**src/rtl/mbr_store_align.sv**
```systemverilog
// Store alignment unit: lane-shifts register data by byte offset, builds byte enables,
// and issues one or two word-aligned write beats to data memory with an ack handshake.
module mbr_store_align #(
  parameter bit ALLOW_MISALIGNED = 1'b1
) (
  input  logic        clk,
  input  logic        rst,
  input  logic        req_valid,
  output logic        req_ready,
  input  logic [31:0] addr,
  input  logic [31:0] wdata,
  input  logic [2:0]  size,
  output logic [31:0] mem_addr,
  output logic [31:0] mem_wdata,
  output logic [3:0]  mem_be,
  output logic        mem_we,
  input  logic        mem_ack,
  output logic        done,
  output logic        err,
  output logic        split
);

  typedef enum logic [2:0] {
    IDLE = 3'd0,
    LO   = 3'd1,
    HI   = 3'd2,
    RESP = 3'd3,
    ERR  = 3'd4
  } state_t;

  state_t      state_r;
  logic [63:0] d64_r;
  logic [7:0]  be8_r;
  logic        needhi_r;
  logic [29:0] word_r;

  logic [3:0]  nmask_s;
  logic        illegal_s;
  logic [31:0] data_m_s;
  logic [63:0] d64_s;
  logic [7:0]  be8_s;
  logic        needhi_s;

  // Decode size into a byte-count mask, then shift data and enables into lane position
  always_comb begin
    nmask_s   = 4'b0000;
    illegal_s = 1'b0;
    case (size)
      3'd0, 3'd1: nmask_s = 4'b0001;
      3'd2, 3'd3: nmask_s = 4'b0011;
      3'd4:       nmask_s = 4'b1111;
      default:    illegal_s = 1'b1;
    endcase
    data_m_s = wdata & {{8{nmask_s[3]}}, {8{nmask_s[2]}}, {8{nmask_s[1]}}, {8{nmask_s[0]}}};
    d64_s    = {32'd0, data_m_s} << {addr[1:0], 3'b000};
    be8_s    = {4'd0, nmask_s} << addr[1:0];
    needhi_s = (be8_s[7:4] != 4'd0);
  end

  // Single FSM with all outputs registered on state transitions
  always_ff @(posedge clk) begin
    if (rst) begin
      state_r   <= IDLE;
      req_ready <= 1'b1;
      mem_we    <= 1'b0;
      mem_be    <= 4'd0;
      mem_addr  <= 32'd0;
      mem_wdata <= 32'd0;
      done      <= 1'b0;
      err       <= 1'b0;
      split     <= 1'b0;
      d64_r     <= 64'd0;
      be8_r     <= 8'd0;
      needhi_r  <= 1'b0;
      word_r    <= 30'd0;
    end else begin
      case (state_r)
        IDLE: begin
          done  <= 1'b0;
          err   <= 1'b0;
          split <= 1'b0;
          if (req_valid) begin
            req_ready <= 1'b0;
            d64_r     <= d64_s;
            be8_r     <= be8_s;
            needhi_r  <= needhi_s;
            word_r    <= addr[31:2];
            if (illegal_s || (needhi_s && !ALLOW_MISALIGNED)) begin
              state_r <= ERR;
              err     <= 1'b1;
            end else begin
              state_r   <= LO;
              mem_we    <= 1'b1;
              mem_addr  <= {addr[31:2], 2'b00};
              mem_wdata <= d64_s[31:0];
              mem_be    <= be8_s[3:0];
            end
          end else begin
            req_ready <= 1'b1;
          end
        end
        LO: begin
          if (mem_ack) begin
            if (needhi_r) begin
              state_r   <= HI;
              mem_addr  <= {word_r + 30'd1, 2'b00};
              mem_wdata <= d64_r[63:32];
              mem_be    <= be8_r[7:4];
            end else begin
              state_r <= RESP;
              mem_we  <= 1'b0;
              mem_be  <= 4'd0;
              done    <= 1'b1;
              split   <= 1'b0;
            end
          end else begin
            state_r <= LO;
          end
        end
        HI: begin
          if (mem_ack) begin
            state_r <= RESP;
            mem_we  <= 1'b0;
            mem_be  <= 4'd0;
            done    <= 1'b1;
            split   <= 1'b1;
          end else begin
            state_r <= HI;
          end
        end
        RESP: begin
          state_r   <= IDLE;
          done      <= 1'b0;
          split     <= 1'b0;
          req_ready <= 1'b1;
        end
        ERR: begin
          state_r   <= IDLE;
          err       <= 1'b0;
          req_ready <= 1'b1;
        end
        default: begin
          state_r   <= IDLE;
          req_ready <= 1'b1;
          mem_we    <= 1'b0;
          mem_be    <= 4'd0;
          done      <= 1'b0;
          err       <= 1'b0;
          split     <= 1'b0;
        end
      endcase
    end
  end

endmodule
```
**config.mk**
```make
export PLATFORM = sky130hd
export DESIGN_NAME = mbr_store_align
export DESIGN_NICKNAME = d
export VERILOG_FILES = /design/src/rtl/mbr_store_align.sv
export SDC_FILE = /design/constraint.sdc
export NUM_CORES = 1
export LEC_CHECK = 0
export CORE_MARGIN = 1
export CORE_UTILIZATION = 41
export CTS_CLUSTER_DIAMETER = 80
export DETAILED_ROUTE_END_ITERATION = 12
export GPL_TIMING_DRIVEN = 0
export PLACE_DENSITY = 0.77
export SLEW_MARGIN = 20
export SYNTH_ARGS = -nofsm -noshare
export SYNTH_HDL_FRONTEND = slang
export SYNTH_SLANG_ARGS = --single-unit
```
**constraint.sdc**
```tcl
create_clock -name clk -period 4.75 [get_ports clk]
set_input_delay 0.7125 -clock clk [delete_from_list [all_inputs] [get_ports clk]]
set_output_delay 0.7125 -clock clk [all_outputs]
set_load 0.01 [all_outputs]
```
# Word-level counts from Yosys, hierarchy flattened
# Index checks and enable logic that the tools add are counted.
[classes]
n_addsub = 1
n_eq_ne = 14
n_shift = 2
n_mux = 39
bitwise_logic = 3
reduce_logical = 15
[ops]
columns = ["op", "n"]
rows = [
  ["$mux W32", 8],
  ["$pmux W32 S2", 2],
  ["$shl A32 B5 Y64", 1],
  ["$and A32 B32 Y32", 1],
  ["$add A30 B1 Y30 const B", 1],
  ["$mux W4", 5],
  ["$pmux W4 S4", 1],
  ["$mux W1", 13],
  ["$eq A3 B2 Y1 const B", 4],
  ["$ne A2 B2 Y1 const B", 6],
  ["$pmux W4 S3", 1],
  ["$reduce_and A5 Y1", 2],
  ["$mux W3", 3],
  ["$pmux W3 S3", 1],
  ["$reduce_or A2 Y1", 4],
  ["$shl A4 B2 Y8", 1],
  ["$eq A3 B1 Y1 const B", 2],
  ["$eq A3 B3 Y1 const B", 2],
  ["$logic_not A3 Y1", 2],
  ["$pmux W1 S3", 2],
  ["$reduce_and A6 Y1", 1],
  ["$reduce_or A5 Y1", 1],
  ["$pmux W1 S2", 2],
  ["$pmux W1 S4", 1],
  ["6 further kinds", 7],
]
[totals]
register_bits = 179
output_inout_bits = 73

# Depth between registers and ports, before layout
[depth]
word_depth = 8
depth_mapped = 8

# Worst setup path before layout
# OpenSTA, ideal clock, no wires.
[synth_timing]
kind = "input to register"
from = "input port addr[0]"
to = "register mem_wdata[27]"
setup_time_ns = 0.128
arrival_ns = 2.007
required_time_ns = 4.622
path_slack_ns = 2.615
cell_stages = 7
path_buffers = 2
path_cell_list = "buf_2 -> clkbuf_1 -> mux2_2 -> nand3_1 -> o21ai_0 -> a22oi_1 -> nor2_1"
[synth_via]
elab_chain_len = 4
[synth_lines]
columns = ["element", "line_no", "source"]
rows = [
  ["start, declared", "10", "input logic [31:0] addr,"],
  ["$shl A32 B5 Y64", "55", "d64_s = {32'd0, data_m_s} << {addr[1:0], 3'b000};"],
  ["$mux W32", "88", "if (illegal_s || (needhi_s && !ALLOW_MISALIGNED)) begin"],
  ["$mux W32", "82", "if (req_valid) begin"],
  ["$pmux W32 S2", "77", "case (state_r)"],
  ["end signal, assigned", "95", "mem_wdata <= d64_s[31:0];"],
  ["end signal, assigned", "107", "mem_wdata <= d64_r[63:32];"],
  ["end, declared", "14", "output logic [31:0] mem_wdata,"],
]
# No other way between the ends. The select of a mux whose other input is x is not followed.
# A chain may end at the register's enable or synchronous reset.

# Final worst setup path
[layout_timing]
from = "input port size[1]"
to = "register mem_wdata[28]"
[layout_via]
elab_chain_len = 8
word_cells_on_any_way = 16
cone_classes = "eq/ne: 5; shift: 1; mux: 4; bitwise: 1; reduce/logical: 5"
[layout_lines]
columns = ["element", "line_no", "source"]
rows = [
  ["start, declared", "12", "input logic [2:0] size,"],
  ["$eq A3 B2 Y1 (tied with other cells)", "48", "case (size)"],
  ["$reduce_or A2 Y1", "--", ""],
  ["$pmux W4 S3", "48", ""],
  ["$and A32 B32 Y32", "54", "data_m_s = wdata & {{8{nmask_s[3]}}, {8{nmask_s[2]}}, {8{nmask_s[1]}}, {8{nmask_s[0]}}};"],
  ["$shl A32 B5 Y64", "55", ""],
  ["$mux W32", "88", ""],
  ["$mux W32", "82", ""],
  ["$pmux W32 S2", "77", ""],
]
# Several ways; a longest one is shown, not always the timed one. The select of a mux whose other input is x is not followed.

==> qor_table.md <==
| Group | Quantity | Value |
|:---|:---|:---|
| detailed routing | Met3 wire len | 2190 um |
| synth | Share of synthesized area occupied by flip-flops and latches | 0.412 |
| sta | Unrepaired setup endpoints after global routing | no |
| synth | Register bit count reported by yosys | 132 |
| setup path | Element type at the critical path end | flip-flop |
| synth | Most used flip-flop cell after synthesis | dfxtp_1 |
| global routing | GRT Total Usage | 0.273 |
| detailed routing | DR top layer | met4 |
| sta | Final clock period utilization by the worst path | 0.617 |
| layout | Area growth from synthesis to layout | 34.8% |
| detailed routing | 1st-pass router iterations | 8 |
| floorplan | Core ar. | 15200 um^2 |
| cts | Number of buffers inserted during clock tree synthesis | 17 |
| synth | Number of enable-type register cells in the synthesized netlist | 0 |
| setup path | Crit-path leading delay family | buffers and inverters |
| sta | Final-layout worst hold slack | 0.451 ns |
| detailed routing | Post-route antenna net violation count | 0 |
| sta | Final Hold Vio Count | 0 |
| layout | Utilization after layout | 0.568 |
| detailed routing | Initial DRC Count | 784 |
| layout | Combined flip-flop and latch cell area | 2640 um^2 |
| placement | DPL Wire Length | 15800 um |
| setup path | Buffering stage count on the worst path with inverters included | 3 |
| cts | CTS clock-pin slew for the worst setup and hold paths | 0.06 ns |
| detailed routing | Sum of met2 wire segment lengths after detailed routing | 9770 um |
| detailed routing | Total DRC errors in the routed layout | 0 |
| detailed routing | Post-detailed-route wirelength per cell | 19.0 um |
| synth | Mean post-synth cell area | 8.05 um^2 |
| global routing | Global-route wire length before repair | 33700 um |
| global routing | Maximum number of pins on one net before global-route repair | 17 |
| layout | Multi-input gate area | 3450 um^2 |
| placement | Number of port buffers | 139 |
| layout | Most frequent standard cell in the layout excluding fill and tap cells | clkdlybuf4s50_1 |
| cts | Clock root cell | clkbuf_16 |
| detailed routing | Total number of vias | 6838 |
| setup path | Crit path required time | 5.10 ns |
| synth | Yosys warning total | 0 |
| cts | TritonCTS clock tree | yes |
| layout | Proportion of layout cells with a drive suffix above 1 | 0.0693 |
| floorplan | Number of I/O pins | 144 |
| global routing | Initial antenna violation count | 0 |
| power and ir drop | Peak VDD IR | 0.000331 V |
| sta | Final total negative setup slack | 0 ns |
| sta | Slew @ Worst Pin | 1.01 ns |
| placement | Final GP Congestion | 0.970 |
| layout | Highest-count cells in the layout ignoring fill and taps | clkdlybuf4s50_1 (139), dfxtp_1 (132), nand2_1 (116) |
| setup path | Largest fanout on the critical path | 10 |
| floorplan | Effective utilization at floorplan | 0.421 |
| cts | Total setup buffers inserted after CTS | 0 |
| floorplan | Die outline height | 127 um |
| sta | Number of pins with negative max-slew slack in the final report | 0 |
| layout | Final cell area excluding filler cells | 8640 um^2 |
| detailed routing | Detail-routed via count per cell | 5.92 |
| cts | Insertion delay to the later sink of the worst-skew pair | 0.43 ns |
| floorplan | DIE AREA | 16100 um^2 |
| synth | Mapped Cells | 796 |
| power and ir drop | P_leak | 3.12 nW |
| setup path | Master of the slowest instance on the critical path | o21ai_0 |
| sta | Highest Clock Rate | 0.341 GHz |
| status | Status | finished clean |
| layout | Final nets | 1027 |
| layout | Layout fillers | 1380 |
| power and ir drop | Pwr per Cell Area | 379 nW/um^2 |
| power and ir drop | Total power after layout | 0.00327 W |
| setup path | Worst Setup Path Type | in2reg |
| sta | Setup Viol. Count Final | 0 |
| placement | Area post-placement | 8040 um^2 |
| setup path | Critical Path Max Stage Delay | 0.64 ns |
| cts | Depth of the CTS H-tree | 4 |
| setup path | Sort of element at the start of the critical path | primary input |
| detailed routing | DRT Wirelength | 21900 um |
| cts | Hold-fix buffers, CTS | 0 |
| floorplan | Die boundary width | 127 um |
| cts | Maximum number of buffers from clock root to sink | 2 |
| sta | Headroom to the max-slew limit | 0.321 |
| job | Number of max-capacitance violations reported | 0 |
| sta | Final Skew | 0.00727 ns |
| layout | Antenna cell count | 0 |
| setup path | Arrival time at the worst endpoint | 3.28 ns |
| synth | Yosys cell types | 58 |
| setup path | Chain of cells forming the critical path | clkdlybuf4s50_1 -> o21ai_0 -> o221ai_1 -> buf_2 -> nor2_2 -> buf_4 -> a22oi_1 -> nor2_1 |
| detailed routing | Met1 WL | 9180 um |
| cts | Clock sink total | 132 |
| floorplan | Number of cell rows | 45 |
| sta | Post-layout min period | 2.93 ns |
| synth | Mapped Area | 6410 um^2 |
| min path | Hold WC Path Type | reg2reg |
| synth | Post-synthesis async set-or-reset flop share | 0 |
| cts | Number of cells upsized or downsized after cts | 0 |
| global routing | Global-route congestion overflow total | 0 |
| global routing | Via count of the first global-routing pass | 6315 |
==> final cells by class <==
class / count / share of cell area
Multi-Input combinational cell: 587 / 0.400
Sequential cell: 132 / 0.306
Timing Repair Buffer: 139 / 0.161
Clock buffer: 21 / 0.0533
Buffer: 66 / 0.0320
Tap cell: 188 / 0.0272
Clock inverter: 10 / 0.0152
Inverter: 12 / 0.00522
==> final timing paths <==
path	start	end	slack (ns)	depth (start not counted)
setup / recovery	size[1]	mem_wdata[28]	1.82	8
hold / removal	mem_addr[10]	mem_addr[10]	0.45	2
setup reg to reg	state_r[0]	mem_addr[5]	2.27	7
hold reg to reg	mem_addr[10]	mem_addr[10]	0.45	2
==> stage by stage <==
stage	worst slack, ns	std cells
2_1_floorplan	2.61	797
3_3_place_gp	1.43	1124
3_5_place_dp	1.45	1124
4_1_cts	1.87	1155
5_1_grt	1.60	1155
6_report	1.82	1155
==> where the power goes <==
part | internal [W] | switching (W)
sequential | 0.00119 | 0.0000698
clock | 0.000845 | 0.000485
combinational | 0.000293 | 0.000382
total | 0.00233 | 0.000937
==> registers in the layout (all words and copies together) (netlist names) <==
signal / cells
mem_wdata: 32
mem_addr: 30
word_r: 30
d64_r: 24
mem_be: 4
be8_r: 3
state_r: 3
done: 1
err: 1
mem_we: 1
needhi_r: 1
req_ready: 1
split: 1
==> layer usage <==
metal / up-vias / GRT usage
met5: - / 0
met4: 0 / 0.148
met1: 3201 / 0.363
met3: 61 / 0.0544
li1: 3169 / -
met2: 407 / 0.418
==> logic make-up after synthesis <==
family                   count (synthesis)  synth area share
flip-flops                             132             0.412
XOR/XNOR                                26            0.0355
buffers and inverters                   78            0.0502
AO/OA/AOI/OAI                          230             0.237
other                                    1          0.000585
multiplexers                            19            0.0312
adder cells (fa/ha/maj)                  2           0.00351
AND/OR/NAND/NOR                        308             0.229
==> cell usage after synthesis (5+ instances only) <==
master | count | area [um^2]
xor2_1 | 13 | 114
inv_1 | 12 | 45.0
a222oi_1 | 8 | 80.1
mux2i_1 | 11 | 110
o21a_1 | 6 | 45.0
xnor2_1 | 13 | 114
mux2_2 | 8 | 90.1
nor4_1 | 5 | 31.3
nor3_1 | 29 | 145
a211o_1 | 16 | 140
a22oi_1 | 25 | 188
nand2_1 | 116 | 435
o21ai_0 | 27 | 135
nand4_1 | 10 | 62.6
and3_1 | 15 | 93.8
a21o_1 | 6 | 45.0
a21oi_1 | 84 | 420
nor2_1 | 76 | 285
buf_1 | 9 | 33.8
nand3_1 | 25 | 125
dfxtp_1 | 132 | 2640
a221oi_1 | 16 | 140
a211oi_1 | 12 | 90.1
nor2b_1 | 12 | 75.1
clkbuf_1 | 40 | 150
buf_2 | 13 | 65.1
o22ai_1 | 8 | 50.1
==> worst register-to-register path, cell delays in order, from the launching register on <==
cell and delay [ns]:
dfxtp_1 0.30, buf_2 0.18, nor3b_2 0.59, buf_2 0.35, buf_1 0.53, a211oi_1 0.19, a21oi_1 0.16, nor2_1 0.05
No activity file was read; power rests on OpenSTA's default activity.
==> edit: new RTL, same settings <==
The parameter `ALLOW_MISALIGNED` goes from 1'b1 to 1'b0.
--- a/src/rtl/mbr_store_align.sv
+++ b/src/rtl/mbr_store_align.sv
@@ -2,5 +2,5 @@
 // and issues one or two word-aligned write beats to data memory with an ack handshake.
 module mbr_store_align #(
-  parameter bit ALLOW_MISALIGNED = 1'b1
+  parameter bit ALLOW_MISALIGNED = 1'b0
 ) (
   input  logic        clk,
Formal check against the unedited RTL: not equivalent (a bounded check fails within 4 cycles, from zero or initial values and one cycle with rst high).
==> edit against the unedited design <==
- non-clock buffer count up 8
- core utilization is 0.40 points higher
- area after synthesis is 2.5% higher
- critical endpoint is now mem_wdata[0]
- power down 1.7%
- setup slack better by 0.069 ns
- cell count up 4.3%
- worst hold slack lost 0.00074 ns
- synthesized cell count increased by 3.5%
- first-iteration DRC count grew 16%
- final area increased by 2.2%
- routed wire length increased by 0.72%
- largest power group unchanged
- sequential cell count unchanged
- clock skew is 0.0031 ns higher
==> edit: results (changes against the unedited design) <==
Outcome: finished clean
Nets: 1053 (+2.5%)
GRT Util Overall: 27.2% (-0.14 points)
Drt first pass iters: 5 (-3)
DR iter-0 viols: 911 (+16%)
CP max-delay cell: clkdlybuf4s50_1
Vias in the first global route: 6430 (+1.8%)
Buffers on Ports: 137 (-1.4%)
Hold EP: err
Commonest cells in the netlist: dfxtp_1 (132), nand2_1 (108), nor2_1 (103)
Hpwl dp: 15900 um (+0.28%)
TritonCTS buffer count: 17 (unchanged)
Synth Area in XOR/XNOR: 3.33% (-0.22 points)
CP peak stage delay: 0.57 ns (-0.07 ns)
Post-Synth Adder-Cell Area: 0.191% (-0.16 points)
Worst Skew: 0.0103 ns (+0.00307 ns)
Synth cell types: 57 (-1.7%)
R2r endpoint: be8_r[6]
Routability cong.: 0.915 (-5.7%)
Filler Cell Count: 1435 (+4.0%)
LEAKAGE: 3.02 nW (-3.3%)
Via count: 6978 (+2.0%)
Area contributors post-synth: dfxtp_1 (40%), nand2_1 (6.2%), nor2_1 (5.9%)
Worst R2R Start: state_r[2]
Worst EP arrival: 3.16 ns (-0.12 ns)
First-pass GRT wire length: 34300 um (+1.7%)
Post-synthesis mux area share: 5.49% (+2.4 points)
Clk buf depth: 2 (unchanged)
Post-Place Cells: 1173 (+4.4%)
Post-synthesis sequential area ratio: 40.2% (-1.0 points)
Wire per inst: 18.3 um (-3.5%)
Slew at the pin with the worst max-slew slack: 0.949 ns (-0.0619 ns)
Layout cells sized above 1: 6.84% (-0.088 points)
DP Worst Slack: 1.47 ns (+0.0131 ns)
Mean Syn Cell Area: 7.97 um2 (-0.98%)
CP Launch Point: req_valid
Largest vdd supply drop: 0.000268 V (-19%)
Worst hold start: err
Post-Route WL: 22000 um (+0.72%)
Synth Area in Compound Gates: 21.7% (-2.0 points)
R2R setup slack: 2.22 ns (-0.05 ns)
[edit: cell count changes in the layout (fill, tap and decap cells not counted), moves of 10 or more]
cell / before / now
a21oi_1: 84 / 71
a211oi_1: 12 / 2
a22oi_1: 25 / 40
clkbuf_1: 42 / 59
o211ai_1: 2 / 13
nor2_1: 76 / 103
[edit: layer usage]
layer  GRT usage (%)  vias to the layer above  share of wire, %
li1                -                     3268                 -
met1            35.8                     3248                43
met2            42.1                      392                44
met3            6.53                       70               9.6
met4            12.3                        0               3.4
met5               0                        -                 0
[edit: where the power goes]
part	internal (W)	switching (W)
combinational	0.000257	0.000345
sequential	0.00118	0.0000556
clock	0.000872	0.000508
total	0.00230	0.000909
[edit: final cells by class]
class / count / area [um2] / area share (%)
buffer: 76 / 309 / 3.50
multi-input combinational: 612 / 3600 / 40.8
sequential: 132 / 2640 / 29.9
timing repair buffer: 137 / 1370 / 15.5
inverter: 5 / 18.8 / 0.213
clock inverter: 10 / 145 / 1.64
clock buffer: 22 / 474 / 5.37
tap: 211 / 264 / 2.99
[edit: critical path, delay by kind of cell]
family / cells / cell delay (ns)
AOI/OAI and AO/OA: 1 / 0.41
and+or+nand+nor: 4 / 1.04
buffers and inverters: 3 / 0.98
[edit: logic make-up (layout without fill, tap and decap cells)]
logic type / count (synthesis) / after routing
compound gates: 218 / 218
xor+xnor: 25 / 25
fa+ha+maj: 1 / 1
buf+inv: 81 / 250
flops: 132 / 132
mux: 34 / 34
other cells: 1 / 2
simple gates: 332 / 332
[edit: worst max-delay path by stage]
stage	to	slack, ns	cells past startpoint
floorplan	mem_wdata[0]	2.50	8
global placement	mem_wdata[28]	1.50	6
detailed placement	mem_wdata[0]	1.47	8
CTS	mem_wdata[0]	1.92	8
global route	mem_wdata[0]	1.73	8
finish	mem_wdata[0]	1.89	8
[edit: per-stage QoR]
step	utilization, %	hold WS [ns]	area (um2)
after floorplan	-	0.436	6570
after global placement	53.2	0.441	8210
after detailed placement	53.2	0.445	8210
after CTS	57.2	0.452	8830
after global routing	57.2	0.468	8830
final	57.2	0.451	8830
